===== src/rtl/seg_scan_scheduler.sv =====
// ---------------------------------------------------------------------------
// seg_scan_scheduler
//   Time-multiplexes four hex digits onto a single shared 7-segment driver.
//   Enabled digits are scanned round-robin. Each digit slot is split into:
//     - a blanking gap, where all digits are off, so the previous digit does
//       not ghost onto the next one;
//     - a show phase.
//   New digit values arrive through a req/ack handshake. They are captured
//   into shadow registers only at a frame boundary, or while idle, so a frame
//   is never torn.
//
// Parameters
//   SCAN_DIV   in_clk cycles per digit slot (blank + show); must be > BLANK_CYC
//   BLANK_CYC  cycles per slot with all digits off; must be >= 1
//
// Ports
//   in_clk      in   system clock
//   rst         in   asynchronous active-low reset
//   digit_val   in   digit i value = digit_val[4i+3:4i]
//   dp_in       in   decimal point per digit
//   dig_en      in   digit enable mask, bit i = scan digit i
//   upd_req     in   request to load digit_val/dp_in/dig_en
//   upd_ack     out  1-cycle pulse: inputs were captured into the shadow
//   Seven_Seg   out  {dp,g,f,e,d,c,b,a}, active-high
//   digit       out  one-hot digit enable, active-high, 0 = all off
//   frame_done  out  1-cycle pulse after a scan frame completes
// ---------------------------------------------------------------------------
module seg_scan_scheduler #(
  parameter int SCAN_DIV  = 50000,
  parameter int BLANK_CYC = 16
) (
  input  logic        in_clk,
  input  logic        rst,
  input  logic [15:0] digit_val,
  input  logic [3:0]  dp_in,
  input  logic [3:0]  dig_en,
  input  logic        upd_req,
  output logic        upd_ack,
  output logic [7:0]  Seven_Seg,
  output logic [3:0]  digit,
  output logic        frame_done
);

  localparam int CW = $clog2(SCAN_DIV + 1);
  localparam logic [CW-1:0] BLANK_LAST = CW'(BLANK_CYC - 1);
  localparam logic [CW-1:0] SHOW_LAST  = CW'(SCAN_DIV - BLANK_CYC - 1);

  typedef enum logic [1:0] {
    IDLE  = 2'd0,
    BLANK = 2'd1,
    SHOW  = 2'd2
  } state_t;

  state_t         state_r, state_s;
  logic [CW-1:0]  cnt_r;
  logic [1:0]     cur_r, cur_s;
  logic [15:0]    val_r;
  logic [3:0]     dp_r;
  logic [3:0]     en_r;

  logic [2:0]     nxt_s;
  logic           boundary_s;
  logic           sample_s;
  logic [3:0]     eff_mask_s;
  logic [3:0]     dig_s;
  logic [7:0]     seg_s;

  // Hex digit to segment pattern, bits g..a.
  function automatic logic [6:0] seg7(input logic [3:0] v);
    logic [6:0] s;
    case (v)
      4'h0:    s = 7'h3F;
      4'h1:    s = 7'h06;
      4'h2:    s = 7'h5B;
      4'h3:    s = 7'h4F;
      4'h4:    s = 7'h66;
      4'h5:    s = 7'h6D;
      4'h6:    s = 7'h7D;
      4'h7:    s = 7'h07;
      4'h8:    s = 7'h7F;
      4'h9:    s = 7'h6F;
      4'hA:    s = 7'h77;
      4'hB:    s = 7'h7C;
      4'hC:    s = 7'h39;
      4'hD:    s = 7'h5E;
      4'hE:    s = 7'h79;
      4'hF:    s = 7'h71;
      default: s = 7'h00;
    endcase
    return s;
  endfunction

  // Lowest enabled index of a mask. A zero mask returns 0; callers check
  // for a zero mask separately.
  function automatic logic [1:0] lowest(input logic [3:0] m);
    logic [1:0] idx;
    if (m[0])      idx = 2'd0;
    else if (m[1]) idx = 2'd1;
    else if (m[2]) idx = 2'd2;
    else           idx = 2'd3;
    return idx;
  endfunction

  // {found, idx}: the lowest enabled index strictly above cur.
  function automatic logic [2:0] next_above(input logic [3:0] m, input logic [1:0] cur);
    logic       found;
    logic [1:0] idx;
    found = 1'b0;
    idx   = 2'd0;
    // Scanning downwards leaves the lowest qualifying index in idx.
    for (int i = 3; i >= 0; i--) begin
      if ((i > int'(cur)) && m[i]) begin
        found = 1'b1;
        idx   = 2'(i);
      end
    end
    return {found, idx};
  endfunction

  // Next-state, slot selection and next registered output values.
  always_comb begin
    state_s    = state_r;
    cur_s      = cur_r;
    nxt_s      = next_above(en_r, cur_r);
    boundary_s = (state_r == SHOW) && (cnt_r == SHOW_LAST) && !nxt_s[2];
    sample_s   = upd_req && ((state_r == IDLE) || boundary_s);
    // At a boundary where a new mask is captured, the next frame follows that
    // new mask rather than the outgoing one.
    eff_mask_s = sample_s ? dig_en : en_r;

    case (state_r)
      IDLE: begin
        if (sample_s && (dig_en != 4'd0)) begin
          state_s = BLANK;
          cur_s   = lowest(dig_en);
        end else begin
          state_s = IDLE;
        end
      end
      BLANK: begin
        if (cnt_r == BLANK_LAST) state_s = SHOW;
        else                     state_s = BLANK;
      end
      SHOW: begin
        if (cnt_r == SHOW_LAST) begin
          if (nxt_s[2]) begin
            state_s = BLANK;
            cur_s   = nxt_s[1:0];
          end else if (eff_mask_s == 4'd0) begin
            state_s = IDLE;
          end else begin
            state_s = BLANK;
            cur_s   = lowest(eff_mask_s);
          end
        end else begin
          state_s = SHOW;
        end
      end
      default: begin
        state_s = IDLE;
      end
    endcase

    // The shadow registers never change on an edge that enters SHOW, so
    // their current contents are the values that will be displayed.
    if (state_s == SHOW) begin
      dig_s = 4'b0001 << cur_s;
      seg_s = {dp_r[cur_s], seg7(val_r[{cur_s, 2'b00} +: 4])};
    end else begin
      dig_s = 4'd0;
      seg_s = 8'd0;
    end
  end

  // State, slot counter, shadow registers and registered outputs.
  always_ff @(posedge in_clk or negedge rst) begin
    if (!rst) begin
      state_r    <= IDLE;
      cnt_r      <= '0;
      cur_r      <= 2'd0;
      val_r      <= 16'd0;
      dp_r       <= 4'd0;
      en_r       <= 4'd0;
      upd_ack    <= 1'b0;
      frame_done <= 1'b0;
      digit      <= 4'd0;
      Seven_Seg  <= 8'd0;
    end else begin
      state_r <= state_s;
      cur_r   <= cur_s;
      // The counter restarts on every state change and holds at 0 while idle.
      if ((state_s != state_r) || (state_r == IDLE)) cnt_r <= '0;
      else                                           cnt_r <= cnt_r + 1'b1;
      if (sample_s) begin
        val_r <= digit_val;
        dp_r  <= dp_in;
        en_r  <= dig_en;
      end else begin
        val_r <= val_r;
        dp_r  <= dp_r;
        en_r  <= en_r;
      end
      upd_ack    <= sample_s;
      frame_done <= boundary_s;
      digit      <= dig_s;
      Seven_Seg  <= seg_s;
    end
  end

endmodule


===== config.mk =====
export PLATFORM = sky130hd
export DESIGN_NAME = seg_scan_scheduler
export DESIGN_NICKNAME = d
export VERILOG_FILES = /design/src/rtl/seg_scan_scheduler.sv
export SDC_FILE = /design/constraint.sdc
export NUM_CORES = 1
export LEC_CHECK = 0
export CAP_MARGIN = 20
export CELL_PAD_IN_SITES_DETAIL_PLACEMENT = 0
export CELL_PAD_IN_SITES_GLOBAL_PLACEMENT = 2
export CORE_MARGIN = 1
export CORE_UTILIZATION = 30
export CTS_BUF_LIST = sky130_fd_sc_hd__clkbuf_4 sky130_fd_sc_hd__clkbuf_8
export DETAILED_ROUTE_END_ITERATION = 8
export HOLD_SLACK_MARGIN = 0.06
export PLACE_DENSITY_LB_ADDON = 0.15
export SLEW_MARGIN = 20
export SYNTH_ARGS = -nofsm -noshare
export SYNTH_HDL_FRONTEND = slang
export SYNTH_SLANG_ARGS = --single-unit

===== constraint.sdc =====
create_clock -name in_clk -period 12.3 [get_ports in_clk]
set_input_delay 2.46 -clock in_clk [delete_from_list [all_inputs] [get_ports in_clk]]
set_output_delay 2.46 -clock in_clk [all_outputs]
set_load 0.1 [all_outputs]

==> impl_metrics.csv <==
group,metric,value,unit
run_status,run_status,"complete, no violations",
clock_network,cts_buffers,9,
drt,viasPerCell,4.94,
power,peakVddDrop,0.0412,mV
layout,final_area,3840,µm²
logic_synthesis,synth_most_common_cell,"dfrtp_1",
die,fp-row-count,36,
global_route,gr-usage-all-layers,0.152,
global_route,grt.overflow.total,0,
timing,final.setup_skew,0.0104,ns
clock_network,clockBufferDepth,2,
timing,min_period_over_period,0.481,
drt,drt_iter0_markers,116,
logic_synthesis,syn_nets,328,
clock_network,cts_hold_buf,0,
critical_path,critPathMaxFanout,31,
timing,period_needed,5.91,ns
layout,num-nets-final,371,
timing,setup_viol,0,
logic_synthesis,synth_seq_cells,58,
logic_synthesis,synth.distinct_cells,63,
logic_synthesis,synth_top_area_cell,"dfrtp_1",
timing,slew-limit-headroom,0.347,
layout,fin_cells,475,
clock_network,cts_max_level,3,
logic_synthesis,synth-main-ff-cell,"dfrtp_1",
clock_network,clk_latency,0.35,ns
logic_synthesis,synth_edf_count,0,
logic_synthesis,synthTopCellsByCount,"dfrtp_1 (58), nor2_1 (43), mux2_2 (22)",
run,cap_viol_max_count,0,
power,power.density,99.9,nW/µm²
layout,drive_above_1_share,0.167,
placement,dp_slack,6.00,ns
drt,final_antenna_net_count,0,
placement,hpwl,5320,µm
die,core,9950,µm²
worst_hold_path,min_path_type,"register to register",
critical_path,arrival,6.19,ns
timing,final_max_slew_viol_count,0,
placement,globalplace.congestion,0.804,
critical_path,crit_path_start,"upd_req",
logic_synthesis,syn_area_per_cell,10.7,µm²
placement,placement.io_buffers,40,
global_route,grt_start_max_net_pins,59,
global_route,grt_first_pass_wirelength,12700,µm
timing,rsz0062_at_grt,"false",
drt,post_drt_wl_per_cell,15.7,µm
drt,firstDrtPassIters,4,
timing,final.setup.tns,0,ns
critical_path,r2r_slack,7.60,ns
timing,fmax,0.169,GHz
timing,worst_pin_slew,0.976,ns
die,dieHeight,104,µm
drt,wirelength,7440,µm
power,leakage,1.71,nW
logic_synthesis,yosys-top-cells-area,"dfrtp_1 (46%), mux2_2 (7.9%), nor2_1 (5.1%), ha_1 (2.8%), xnor2_1 (2.8%)",
logic_synthesis,syn-cell-area,3140,µm²
clock_network,cts_root_buffer,"clkbuf_8",
die,start_util,0.315,
logic_synthesis,netlist_instances,294,
global_route,grt_pass1_vias,2382,
global_route,antenna_found_initial,0,
timing,setup_slack,6.39,ns
worst_hold_path,min_from,"cnt_r[0]",
die,die_width,104,µm
die,die_area,10900,µm²
timing,hold_ws,0.453,ns
clock_network,cts.sinks,58,
clock_network,clkSlewWorstSetupHoldPaths,0.07,ns
critical_path,required,12.57,ns
die,ios,41,
logic_synthesis,yosysTopAreaCellShare,0.463,
layout,fill_cells,1022,
logic_synthesis,ys_warn_count,0,
clock_network,post-cts-setup-buffer-count,0,
layout,area_growth,22.5,%
placement,dp.cells,459,
critical_path,critPathCaptureType,"register",
drt,drc,0,
layout,num_antenna_cells,0,
critical_path,rr_startpoint,"cnt_r[6]",
logic_synthesis,synth-seq-area-share,0.463,
critical_path,crit_path_start_kind,"input pin",
clock_network,cts_tree,"yes",
drt,vias,2347,
critical_path,critPathKind,"input pin to register",
logic_synthesis,synthArstFlopShare,1.00,
placement,placed_cell_area,3650,µm²
timing,hold_violations,0,
clock_network,cts.repair.resized,0,
[state kept, by name, summed over array words and instances (netlist names)]
name and count:
cnt_r 16, val_r 16, Seven_Seg 8, digit 4, dp_r 4, en_r 4
cur_r 2, state_r 2, frame_done 1, upd_ack 1
[layer usage]
layer	share of wire	global-route usage
met5	0	0
met2	0.48	0.242
met3	0.039	0.0363
met4	0.018	0.0704
met1	0.46	0.194
[worst paths after layout]
kind	cells past startpoint	end
max reg2reg	11	Seven_Seg[0]
min	1	cnt_r[0]
max	10	Seven_Seg[0]
min in group asynchronous	2	cnt_r[11]
min reg2reg	1	cnt_r[0]
max in group asynchronous	2	val_r[13]
[through the flow]
step                total power, mW  utilization
floorplan                     0.196            -
global placement              0.210        0.367
detailed placement            0.210        0.367
CTS                           0.391        0.386
global route                  0.402        0.386
finish                        0.384        0.386
[kinds of logic (layout without fill, tap and decap cells)]
family / count (synthesis) / count (layout) / synth area share
AND/OR/NAND/NOR: 107 / 107 / 0.178
flip-flops: 58 / 58 / 0.463
AO/OA/AOI/OAI: 51 / 51 / 0.142
multiplexers: 32 / 32 / 0.113
buffers and inverters: 25 / 73 / 0.0383
XOR/XNOR: 14 / 14 / 0.0391
adder cells (fa/ha/maj): 7 / 7 / 0.0279
[report_power, final]
group          internal (mW)  switching [mW]
Clock                 0.0930          0.0849
Sequential             0.191     0.000000573
Combinational        0.00809         0.00713
Total                  0.292          0.0920
[worst max-delay path, cell delays in order]
cell	delay, ns
clkdlybuf4s50_1	0.52
o21a_2	0.65
o211ai_1	0.21
a221o_1	0.50
inv_2	0.21
mux2i_1	0.47
inv_1	0.16
ha_1	0.29
or4_1	0.53
a31oi_1	0.17
[layout by cell type, fill, tap and decap left out, types with 7 or more instances in the layout]
cell	Yosys	final
dfrtp_1	58	58
nor2_1	43	43
clkdlybuf4s50_1	0	39
mux2_2	22	22
nand2_1	16	16
inv_1	13	13
xnor2_1	10	10
nand3_1	9	9
clkbuf_8	0	9
mux2i_1	8	8
ha_1	7	7
[area by class of cell]
type | count | area (µm²) | share of cell area
inverter | 15 | 56.3 | 0.0147
tap | 133 | 166 | 0.0433
sequential | 58 | 1450 | 0.378
clock inverter | 7 | 68.8 | 0.0179
multi-input combinational | 211 | 1570 | 0.407
clock buffer | 9 | 124 | 0.0322
timing repair buffer | 42 | 410 | 0.107
Power figures use the tool's default switching activity.
